===== src/rtl/counter_sequencer.sv =====
// counter_sequencer: run-control FSM that enables, clears and watches an external up-counter.
// Ports:
//   clock, rst (async, active-low)
//   start/stop/pause           run control (stop > start > pause > terminal)
//   cfg_term/cfg_reps/cfg_auto configuration, latched when a start is accepted
//   cnt_q                      external counter value
//   cnt_en/cnt_clr             external counter enable / synchronous clear (combinational)
//   tc_pulse                   terminal count reached this cycle
//   busy/done/reps_left/state  status
module counter_sequencer #(
    parameter int WIDTH = 4,
    parameter int REP_W = 4
) (
    input  logic             clock,
    input  logic             rst,
    input  logic             start,
    input  logic             stop,
    input  logic             pause,
    input  logic [WIDTH-1:0] cfg_term,
    input  logic [REP_W-1:0] cfg_reps,
    input  logic             cfg_auto,
    input  logic [WIDTH-1:0] cnt_q,
    output logic             cnt_en,
    output logic             cnt_clr,
    output logic             tc_pulse,
    output logic             busy,
    output logic             done,
    output logic [REP_W-1:0] reps_left,
    output logic [1:0]       state
);
    typedef enum logic [1:0] {IDLE = 2'b00, RUN = 2'b01, HOLD = 2'b10, DONE = 2'b11} state_t;
    state_t cur, nxt;
    logic [WIDTH-1:0] term_r;
    logic [REP_W-1:0] reps_r, reps_nxt, cfg_reps_m;
    logic auto_r, acc, tc, last, en_c, clr_c;
    // a zero repeat count still runs one period
    assign cfg_reps_m = (cfg_reps == '0) ? REP_W'(1) : cfg_reps;
    assign acc  = (cur == IDLE || cur == DONE) && start && !stop;
    assign tc   = (cur == RUN) && (cnt_q == term_r) && !pause && !stop;
    assign last = reps_left <= REP_W'(1);
    always_ff @(posedge clock or negedge rst) begin
        if (!rst) begin
            cur       <= IDLE;
            term_r    <= '0;
            reps_r    <= '0;
            auto_r    <= 1'b0;
            reps_left <= '0;
        end else begin
            cur       <= nxt;
            reps_left <= reps_nxt;
            if (acc) begin
                term_r <= cfg_term;
                reps_r <= cfg_reps_m;
                auto_r <= cfg_auto;
            end
        end
    end
    always_comb begin
        nxt      = cur;
        reps_nxt = reps_left;
        en_c     = 1'b0;
        clr_c    = 1'b0;
        if (stop) begin
            nxt      = IDLE;
            reps_nxt = '0;
            clr_c    = 1'b1;
        end else if (acc) begin
            nxt      = RUN;
            reps_nxt = cfg_reps_m;
            clr_c    = 1'b1;
        end else if (cur == RUN) begin
            if (pause) begin
                nxt = HOLD;
            end else if (tc) begin
                if (!last) begin
                    clr_c    = 1'b1;
                    reps_nxt = reps_left - REP_W'(1);
                end else if (auto_r) begin
                    clr_c    = 1'b1;
                    reps_nxt = reps_r;
                end else begin
                    // one-shot finish: counter is left holding term_r
                    nxt      = DONE;
                    reps_nxt = '0;
                end
            end else begin
                en_c = 1'b1;
            end
        end else if (cur == HOLD && !pause) begin
            nxt = RUN;
        end
    end
    // combinational controls are forced low while reset is asserted
    assign cnt_en   = rst && en_c;
    assign cnt_clr  = rst && clr_c;
    assign tc_pulse = rst && tc;
    assign busy     = (cur == RUN) || (cur == HOLD);
    assign done     = (cur == DONE);
    assign state    = cur;
endmodule


===== config.mk =====
export PLATFORM = sky130hd
export DESIGN_NAME = counter_sequencer
export DESIGN_NICKNAME = d
export VERILOG_FILES = /design/src/rtl/counter_sequencer.sv
export SDC_FILE = /design/constraint.sdc
export NUM_CORES = 1
export LEC_CHECK = 0
export BUFFER_PORTS_ARGS = -buffer_cell sky130_fd_sc_hd__buf_2
export CAP_MARGIN = 10
export CORE_MARGIN = 1
export CORE_UTILIZATION = 54
export CTS_BUF_LIST = sky130_fd_sc_hd__clkbuf_16
export CTS_CLUSTER_SIZE = 25
export DETAILED_ROUTE_END_ITERATION = 10
export GPL_ROUTABILITY_DRIVEN = 1
export PLACE_DENSITY = 0.83
export SLEW_MARGIN = 20
export SYNTH_ARGS = -nofsm -noshare
export SYNTH_HDL_FRONTEND = slang
export SYNTH_SLANG_ARGS = --single-unit

===== constraint.sdc =====
create_clock -name clock -period 2.5 [get_ports clock]
set_input_delay 0.5 -clock clock [delete_from_list [all_inputs] [get_ports clock]]
set_output_delay 0.5 -clock clock [all_outputs]
set_load 0.005 [all_outputs]

After elaboration in Yosys (flattened, before gate mapping)
Cells that the tools add are included.

Register bits: 15.

Add/sub/neg operators: 1. Order comparisons: 1. Mux-type cells: 28. Equal/unequal tests: 8. Reduce and logical (&&, ||, !) cells: 20.

Operator list (count): 4-bit 2-to-1 mux (8); 2-bit 2-to-1 mux (8); 5-bit inequality test, second input constant (3); 1-bit 2-to-1 mux (12); 1-bit logical AND (9); 3-bit nonzero test (2); 2-bit equality test, second input constant (2); 4-bit equality test (1); 4-bit by 1-bit <= comparator with 1-bit output, second input constant (1); 4-bit zero test (1); 4-bit AND reduction (1); 4-bit nonzero test (1); 4-bit by 1-bit subtractor with 4-bit output, second input constant (1); 3-bit by 2-bit inequality test with 1-bit output, second input constant (1); 3-bit AND reduction (1); 2-bit by 1-bit equality test with 1-bit output, second input constant (1); 1-bit zero test (2); 2-bit zero test (1); 1-bit logical OR (2).

Longest topological paths before layout
Gate-level depths: netlist of run 1.

Depth after elaboration: 10. Depth in mapped cells: 8. Depth with buffers taken out: 6.

Least setup slack after synthesis of run 1
OpenSTA, ideal clock, no wires.

Kind: flip-flop to output port. Start: register cur[0], in the netlist state[0]. End: output port cnt_en. Required time: 2000 ps. Slack: 569 ps. Buffers on the path: 1. Stages on the path, launching flop included: 7. Arrival: 1431 ps. Cell sequence: dfrtp_1 -> inv_1 -> ha_1 -> and2_1 -> buf_2 -> nor3_1 -> and3_1.

Cells in the longest elaborated chain, start to end: 10. Elaborated cells on any way between the ends: 15. Those cells by class: 2 x eq/ne; 5 x mux; 8 x reduce/logical.

Ends and longest elaborated chain: from (decl) (RTL line 32) `state_t cur, nxt;`; from (signal assigned) (RTL line 49) `cur <= nxt;`; 2-bit by 1-bit equality test with 1-bit output (RTL line 39, 71); 1-bit logical AND (3 in series) (RTL line 39) `assign tc = (cur == RUN) && (cnt_q == term_r) && !pause && !stop;`; 1-bit 2-to-1 mux (RTL line 74) `end else if (tc) begin`; 1-bit 2-to-1 mux (RTL line 72) `if (pause) begin`; 1-bit 2-to-1 mux (RTL line 71) `end else if (cur == RUN) begin`; 1-bit 2-to-1 mux * (RTL line 67) `end else if (acc) begin`; 1-bit 2-to-1 mux * (RTL line 63) `if (stop) begin`; 1-bit logical AND * (RTL line 94) `assign cnt_en = rst && en_c;`; to (decl) (RTL line 23) `output logic cnt_en,`.

Every way passes the cells marked *; elsewhere a longest branch is shown, timed or not.

Final worst setup path of run 1
Start: register reps_left[0]. End: output port cnt_clr.

Cells in the longest elaborated chain, start to end: 8.

Ends and longest elaborated chain: from (decl) (RTL line 28) `output logic [REP_W-1:0] reps_left,`; from (signal assigned) (RTL line 50) `reps_left <= reps_nxt;`; 4-bit by 1-bit <= comparator with 1-bit output (RTL line 40) `assign last = reps_left <= REP_W'(1);`; 1-bit 2-to-1 mux (RTL line 75) `if (!last) begin`; 1-bit 2-to-1 mux (RTL line 74); 1-bit 2-to-1 mux (RTL line 72); 1-bit 2-to-1 mux (RTL line 71); 1-bit 2-to-1 mux (RTL line 67); 1-bit 2-to-1 mux (RTL line 63); 1-bit logical AND (RTL line 95) `assign cnt_clr = rst && clr_c;`; to (decl) (RTL line 24) `output logic cnt_clr,`.

Every way passes these cells.

==> results of run 1 <==
power breakdown:
group	switching (mW)	total [mW]	internal, mW
logic	0.361	0.633	0.272
registers	0.111	0.458	0.347
clock network	0.0983	0.310	0.212
total	0.571	1.40	0.831
cells by family after synthesis:
kind of cell,Yosys count,share of synthesized area
flip-flops,15,0.375
AO/OA/AOI/OAI,29,0.209
XOR/XNOR,5,0.0437
buffers and inverters,13,0.0600
adder cells (fa/ha/maj),5,0.0625
multiplexers,1,0.0112
AND/OR/NAND/NOR,51,0.239
worst paths after layout:
check,end,slack [ns],cells after the start
max in group asynchronous,state[1],2.05,1
hold reg to reg,term_r[2],0.51,2
setup reg to reg,reps_left[3],0.39,6
setup / recovery,cnt_clr,0.13,7
hold / removal,term_r[1],0.17,1
min in group clock,term_r[1],0.44,3
what timing repair did:
| item | 4_1_cts | 5_1_grt |
|---|---|---|
| endpoints found under the setup margin | 0 | 2 |
| setup buffers | 0 | 0 |
| resized for setup | 0 | 2 |
per-layer routing:
metal | vias up | wire length (um) | track usage
met5 | - | 0 | 0
met2 | 58 | 1230 | 0.435
li1 | 474 | - | -
met3 | 8 | 175 | 0.0840
met1 | 473 | 1010 | 0.338
met4 | 0 | 57 | 0.0848
layout by cell type (no fill, tap or decap), drive strengths merged, types with 2 or more instances in the layout:
cell type,synthesis,layout
o31a,3,3
or4,2,2
ha,5,5
xnor2,5,5
nor2,8,8
buf,4,29
o211ai,3,3
nor3,6,6
o21bai,2,2
a21oi,3,3
dfrtp,15,15
clkbuf,2,3
o21ai,6,6
o311a,2,2
nand2,25,25
nand2b,2,2
inv,7,8
cell type report:
class | count | area (um2)
clock buffers | 3 | 75.1
clock inverters | 1 | 3.75
fillers | 146 | 494
inverters | 7 | 26.3
multi-input cells | 91 | 573
flip-flops and latches | 15 | 375
well taps | 25 | 31.3
repair buffers | 29 | 148
state kept, by name, summed over array words and instances (netlist names):
register	count
term_r	4
state	2
reps_r	4
auto_r	1
reps_left	4
metrics by stage:
| step | setup TNS, ns | cell area, um2 |
|---|---|---|
| 3_3_place_gp | 0 | 1150 |
| 4_1_cts | 0 | 1220 |
| 6_report | 0 | 1230 |
| 2_1_floorplan | 0 | 1000 |
| 5_1_grt | -0.00395 | 1230 |
| 3_5_place_dp | 0 | 1150 |
==> reports/metrics.yaml, run 1 <==
synthesis:
  synth_top_area_cell: "dfrtp_1"
  yosys-top-cells-area: "dfrtp_1 (38%), nand2_1 (9.4%), ha_1 (6.3%), xnor2_1 (4.4%), nor3_1 (3.0%)"
  synth_warnings: 0
  async_reset_ff_frac: 1.00
  post_synth_num_cell_types: 37
  syn_nets: 142
  yosysTopAreaCellShare: 0.375
  ys_top_cells_by_count: "nand2_1 (25), dfrtp_1 (15), nor2_1 (8)"
  yosys_most_used_dff: "dfrtp_1"
  synth_cells: 119
  synth_edf_count: 0
  yosysSeqAreaShare: 0.375
  postSynthAreaPerCell_um2: 8.41
  yosysMostFrequentCell: "nand2_1"
  yosys_register_bits: 15
  syn_area_um2: 1000
die:
  die_y_um: 45.1
  core.rowCount: 15
  die-area_um2: 2030
  initial_core_util: 0.580
  die_w_um: 45.1
  boundaryPins: 29
  coreArea_um2: 1730
timing:
  max_slew.worst_pin.slew_ns: 0.395
  setup_viol: 0
  setup_ws_ns: 0.132
  report.final.slew_viol_count: 0
  fmax_ghz: 0.422
  whs_ns: 0.165
  fin_crit_sh: 0.947
  max_slew_margin: 0.736
  fin_crit_ns: 2.37
  fin_skew_ns: 0.00697
  hold_viol_final: 0
grt:
  overflow: 0
  grt_max_degree: 19
  grt_pass1_vias: 887
  grt_pass1_wl_mm: 3.90
  grt_util_all_layers: 0.267
  antenna_found_initial: 0
clocking:
  root_buffer: "clkbuf_16"
  htree_levels: 1
  clockBufferDepth: 2
  path_clk_slew_ns: 0.05
  cts_made_buffers: 3
  cts_tree: "built"
  cts_hold_buf: 0
  cts_num_sinks: 15
  clk_latency_ns: 0.25
critical_path:
  worstPathMaxFanout: 7
  crit_required_ns: 2.00
  cp-start-kind: "register"
  critical_path_arrival_ns: 1.87
  crit_slowest_cell: "dfrtp_1"
  critPathCaptureType: "primary output"
  startpoint: "reps_left[0]"
  setup.worst_path.class: "register to primary output"
  worst-path-buf-inv: 2
  max_stage_delay_ns: 0.45
  crit_family: "compound AO/OA/AOI/OAI gates"
  crit_path_cell_trace: "inv_1 > ha_1 > nor2_2 > o31ai_1 > nor3_1 > o31a_1 > buf_2"
  rr_startpoint: "reps_left[0]"
job:
  maxCapViolations: 0
route:
  wl_mm: 2.47
  wl_per_cell_um: 14.4
  drtPass1Iterations: 4
  first_iter_violations: 47
  antenna_left: 0
  drc: 0
  avgViaCountPerCell: 5.92
  vias: 1013
layout:
  post-route-util: 0.714
  instances_no_fill: 171
  area_growth_pct: 23.1
  drive_gt1_frac: 0.247
  nets: 170
  antenna_cells: 0
power:
  peakVddDrop_mv: 0.851
  p_per_area_nw_per_um2: 1140
  fin_total_pwr_mw: 1.40
  leakagePower_nw: 0.607
outcome:
  outcome: "finished clean"
place:
  hpwl_mm: 1.79
  port_buffers: 28
  pre_cts_slack_ns: 0.364
  place.gp.congestion: 0.927
  place_inst: 167
hold_path:
  holdCritPathClass: "primary input to async pin"
Power figures use the tool's default switching activity.
==> inputs of run 2 (changes only) <==
--- a/config.mk
+++ b/config.mk
@@ -14,7 +14,8 @@
 export DETAILED_ROUTE_END_ITERATION = 10
 export GPL_ROUTABILITY_DRIVEN = 1
 export PLACE_DENSITY = 0.83
-export SLEW_MARGIN = 20
+export RECOVER_POWER = 100
+export SLEW_MARGIN = 0
 export SYNTH_ARGS = -nofsm -noshare
 export SYNTH_HDL_FRONTEND = slang
 export SYNTH_SLANG_ARGS = --single-unit
==> reports/metrics.yaml, run 2 (same netlist as run 1, synthesis figures left out) <==
grt:
  overflow: 0
  grt_pass1_vias: 887
  grt_max_degree: 19
  antenna_found_initial: 0
  grt_util_all_layers: 0.267
  grt_pass1_wl_mm: 3.90
power:
  power_frac_seq: 0.328
  p_int_uw: 827
  p_sw_uw: 575
  swShare: 0.410
  pwr-share-clk: 0.221
  peakVddDrop_mv: 0.851
  leakagePower_nw: 0.593
  p_per_area_nw_per_um2: 1140
  power_frac_comb: 0.451
  fin_total_pwr_mw: 1.40
layout:
  layout_common_cells: "nand2_1 (25), buf_2 (24), dfrtp_1 (15)"
  area_growth_pct: 22.6
  final_common_cell: "nand2_1"
  antenna_cells: 0
  instances_no_fill: 171
  reg_top3: "reps_left x4, reps_r x4, term_r x4"
  nets: 170
  drive_gt1_frac: 0.219
critical_path:
  max_stage_delay_ns: 0.45
  critical_path_arrival_ns: 1.88
  setup.worst_path.class: "register to primary output"
  crit_slowest_cell: "dfrtp_1"
  worstPathMaxFanout: 7
  cp-start-kind: "register"
  critPathCaptureType: "primary output"
  crit_required_ns: 2.00
  crit_path_cell_trace: "inv_1 > ha_1 > nor2_2 > o31ai_1 > nor3_1 > o31a_1 > buf_2"
timing:
  tns_ns: 0
  setup_ws_ns: 0.116
  setup_viol: 0
  fmax_ghz: 0.419
  fin_crit_sh: 0.954
  fin_skew_ns: 0.00717
  report.final.slew_viol_count: 0
  hold_viol_final: 0
  max_slew_margin: 0.386
  fin_crit_ns: 2.38
  max_slew.worst_pin.slew_ns: 0.921
clocking:
  root_buffer: "clkbuf_16"
  clk_latency_ns: 0.25
  cts_made_buffers: 3
  cts_tree: "built"
  htree_levels: 1
  cts_num_sinks: 15
  clockBufferDepth: 2
  postCtsSetupRepairBufs: 0
  path_clk_slew_ns: 0.05
die:
  core.rowCount: 15
  boundaryPins: 29
  coreArea_um2: 1730
  die_w_um: 45.1
  initial_core_util: 0.580
  die_y_um: 45.1
  die-area_um2: 2030
route:
  wl_mm: 2.46
  wl_met2_mm: 1.21
  highest_layer: "met4"
  drc: 0
  first_iter_violations: 48
  dr_wl_met3_um: 183
  vias: 1016
  antenna_left: 0
  avgViaCountPerCell: 5.94
  drtPass1Iterations: 4
  wl_per_cell_um: 14.4
  m1WireLength_mm: 1.02
place:
  hpwl_mm: 1.79
  pre_cts_slack_ns: 0.364
  port_buffers: 28
  place_inst: 167
  place.gp.congestion: 0.927
job:
  maxCapViolations: 0
hold_path:
  holdCritPathClass: "primary input to async pin"
outcome:
  outcome: "finished clean"
[run 2: power by group through the flow]
| stage | clock, mW | sequential (mW) | combinational [mW] |
|---|---|---|---|
| final | 0.310 | 0.460 | 0.632 |
| after global routing | 0.320 | 0.468 | 0.709 |
| after CTS | 0.310 | 0.455 | 0.624 |
| after detailed placement | 0 | 0.458 | 0.616 |
| after global placement | 0 | 0.453 | 0.591 |
| after floorplan | 0 | 0.423 | 0.476 |
[run 2: final timing paths]
kind	startpoint	end	slack, ns	cells past startpoint
setup / recovery	reps_left[0]	cnt_clr	0.12	7
hold / removal	rst	reps_r[2]	0.36	1
setup reg to reg	reps_left[0]	reps_left[3]	0.37	6
hold reg to reg	term_r[2]	term_r[2]	0.51	2
max in group asynchronous	rst	auto_r	1.57	1
min in group clock	cfg_term[1]	term_r[1]	0.44	3
[run 2: worst max-delay path: cells and delay by family (launching register included)]
| family | cells | cell delay (ns) |
|---|---|---|
| buffers and inverters | 2 | 0.25 |
| adders and majority gates | 1 | 0.27 |
| AOI/OAI and AO/OA | 2 | 0.47 |
| DFF | 1 | 0.45 |
| and+or+nand+nor | 2 | 0.18 |
[run 2: timing repair]
item                       CTS  global route
hold buffers                 0             0
setup endpoints to repair    0             2
gates resized for setup      0             2
[run 2: through the flow]
step	cell area, um2	utilization	hold WS, ns
floorplan	1000	-	0.204
global placement	1150	0.664	0.435
detailed placement	1150	0.664	0.441
CTS	1220	0.709	0.180
global route	1230	0.711	0.446
finish	1230	0.711	0.363
[run 2: layer usage]
layer	vias to the layer above	track usage
met2	61	0.435
li1	473	-
met3	6	0.0840
met1	476	0.338
met5	-	0
met4	0	0.0848
[run 2: final cells by class]
| type | instances | area [um2] |
|---|---|---|
| sequential | 15 | 375 |
| clock inverter | 1 | 3.75 |
| multi-input combinational | 91 | 573 |
| timing repair buffer | 29 | 143 |
| fill | 148 | 499 |
| clock buffer | 3 | 75.1 |
| tap | 25 | 31.3 |
| inverter | 7 | 26.3 |
==> inputs of run 3 (changes only) <==
--- a/config.mk
+++ b/config.mk
@@ -8,12 +8,12 @@
 export BUFFER_PORTS_ARGS = -buffer_cell sky130_fd_sc_hd__buf_2
 export CAP_MARGIN = 10
 export CORE_MARGIN = 1
-export CORE_UTILIZATION = 54
+export CORE_UTILIZATION = 45
 export CTS_BUF_LIST = sky130_fd_sc_hd__clkbuf_16
 export CTS_CLUSTER_SIZE = 25
 export DETAILED_ROUTE_END_ITERATION = 10
 export GPL_ROUTABILITY_DRIVEN = 1
-export PLACE_DENSITY = 0.83
+export PLACE_DENSITY = 0.74
 export RECOVER_POWER = 100
 export SLEW_MARGIN = 0
 export SYNTH_ARGS = -nofsm -noshare
==> constraint.sdc (replaced) <==
create_clock -name clock -period 2.15 [get_ports clock]
set_input_delay 0.43 -clock clock [delete_from_list [all_inputs] [get_ports clock]]
set_output_delay 0.43 -clock clock [all_outputs]
set_load 0.005 [all_outputs]
==> reports/metrics.yaml, run 3 (same netlist as run 1, synthesis figures left out) <==
outcome:
  outcome: "finished clean"
critical_path:
  cp-start-kind: "register"
  crit_slowest_cell: "dfrtp_2"
  worstPathMaxFanout: 5
  critical_path_arrival_ns: 1.62
  critPathCaptureType: "primary output"
  max_stage_delay_ns: 0.44
  crit_required_ns: 1.72
  crit_path_cell_trace: "inv_2 > ha_4 > nor2_1 > o31ai_1 > nor3_1 > o31a_1 > buf_2"
  setup.worst_path.class: "register to primary output"
timing:
  fmax_ghz: 0.488
  whs_ns: 0.0491
  setup_viol: 0
  hold_viol_final: 0
  fin_crit_sh: 0.954
  fin_skew_ns: 0.00243
  max_slew_margin: 0.691
  fin_crit_ns: 2.05
  report.final.slew_viol_count: 0
  max_slew.worst_pin.slew_ns: 0.459
route:
  wl_per_cell_um: 14.9
  drtPass1Iterations: 4
  antenna_left: 0
  drc: 0
  vias: 1030
  wl_mm: 2.75
  avgViaCountPerCell: 5.57
  first_iter_violations: 36
layout:
  final_common_cell: "buf_2"
  antenna_cells: 0
  finalInstanceArea_um2: 1370
  drive_gt1_frac: 0.335
  nets: 182
  post-route-util: 0.676
  reg_top3: "reps_left x4, reps_r x4, term_r x4"
  layout_common_cells: "buf_2 (27), nand2_1 (25), dfrtp_1 (12)"
  area_growth_pct: 36.6
die:
  initial_core_util: 0.495
  die_w_um: 49.2
  coreArea_um2: 2020
  die_y_um: 49.2
  core.rowCount: 16
  die-area_um2: 2420
  boundaryPins: 29
clocking:
  cts_hold_buf: 0
  path_clk_slew_ns: 0.05
  clockBufferDepth: 2
  cts_tree: "built"
  cts_num_sinks: 15
  root_buffer: "clkbuf_16"
  cts_made_buffers: 3
  htree_levels: 1
  clk_latency_ns: 0.25
power:
  p_per_area_nw_per_um2: 1320
  swShare: 0.398
  leakagePower_nw: 0.643
  pwr-share-clk: 0.205
  p_sw_uw: 718
  peakVddDrop_mv: 0.834
  power_frac_comb: 0.499
  power_frac_seq: 0.296
  fin_total_pwr_mw: 1.80
  p_int_mw: 1.09
grt:
  grt_pass1_vias: 993
  antenna_found_initial: 0
  grt_util_all_layers: 0.251
  overflow: 0
  grt_pass1_wl_mm: 4.63
  grt_max_degree: 13
place:
  place.gp.congestion: 0.935
  port_buffers: 28
  postPlaceCellArea_um2: 1200
  hpwl_mm: 1.92
job:
  maxCapViolations: 0
hold_path:
  holdCritPathClass: "primary input to async pin"
-- run 3: per-stage QoR --
stage               TNS (ns)  setup slack, ns  instances
global route        -0.00312         -0.00312        185
floorplan                  0            0.289        119
global placement           0            0.149        176
CTS                        0           0.0209        184
finish                     0           0.0992        185
detailed placement         0            0.137        176
-- run 3: cell type report --
class | count | area (um2)
Clock buffer | 3 | 75.1
Sequential cell | 15 | 379
Tap cell | 27 | 33.8
Timing Repair Buffer | 41 | 218
Fill cell | 178 | 654
Clock inverter | 1 | 5.00
Inverter | 7 | 26.3
Multi-Input combinational cell | 91 | 631
-- run 3: power by group through the flow --
| stage | Combinational, mW | Clock, mW | Sequential, mW |
|---|---|---|---|
| after floorplan | 0.553 | 0 | 0.492 |
| after global placement | 0.774 | 0 | 0.522 |
| after detailed placement | 0.778 | 0 | 0.528 |
| after CTS | 0.848 | 0.377 | 0.519 |
| after global routing | 1.01 | 0.391 | 0.543 |
| final | 0.900 | 0.370 | 0.534 |
-- run 3: final timing paths --
path                              startpoint      endpoint  slack, ns  depth (start not counted)
worst max-delay path            reps_left[1]       cnt_clr        0.1                          7
worst min-delay path                     rst  reps_left[0]       0.05                          1
worst max register to register  reps_left[0]  reps_left[0]       0.35                          7
worst min register to register     term_r[0]     term_r[0]       0.50                          2
max in group asynchronous                rst  reps_left[1]       1.46                          2
min in group clock               cfg_term[3]     term_r[3]       0.37                          3
-- run 3: layer usage --
| metal | vias to the layer above | wire [um] | track usage |
|---|---|---|---|
| li1 | 501 | - | - |
| met1 | 476 | 1210 | 0.350 |
| met2 | 47 | 1330 | 0.388 |
| met3 | 6 | 157 | 0.0530 |
| met4 | 0 | 51 | 0.0735 |
| met5 | - | 0 | 0 |
-- run 3: worst max-delay path: cells and delay by family, from the launching register on --
kind                       cells  cell delay, ns
DFF                            1            0.44
AOI/OAI and AO/OA              2            0.42
buffers and inverters          2            0.22
adders and majority gates      1            0.16
and+or+nand+nor                2            0.14
-- run 3: what timing repair did --
item	4_1_cts	5_1_grt
pin swaps	1	2
endpoints found under the setup margin	3	3
setup buffers	4	1
gates resized for setup	7	10
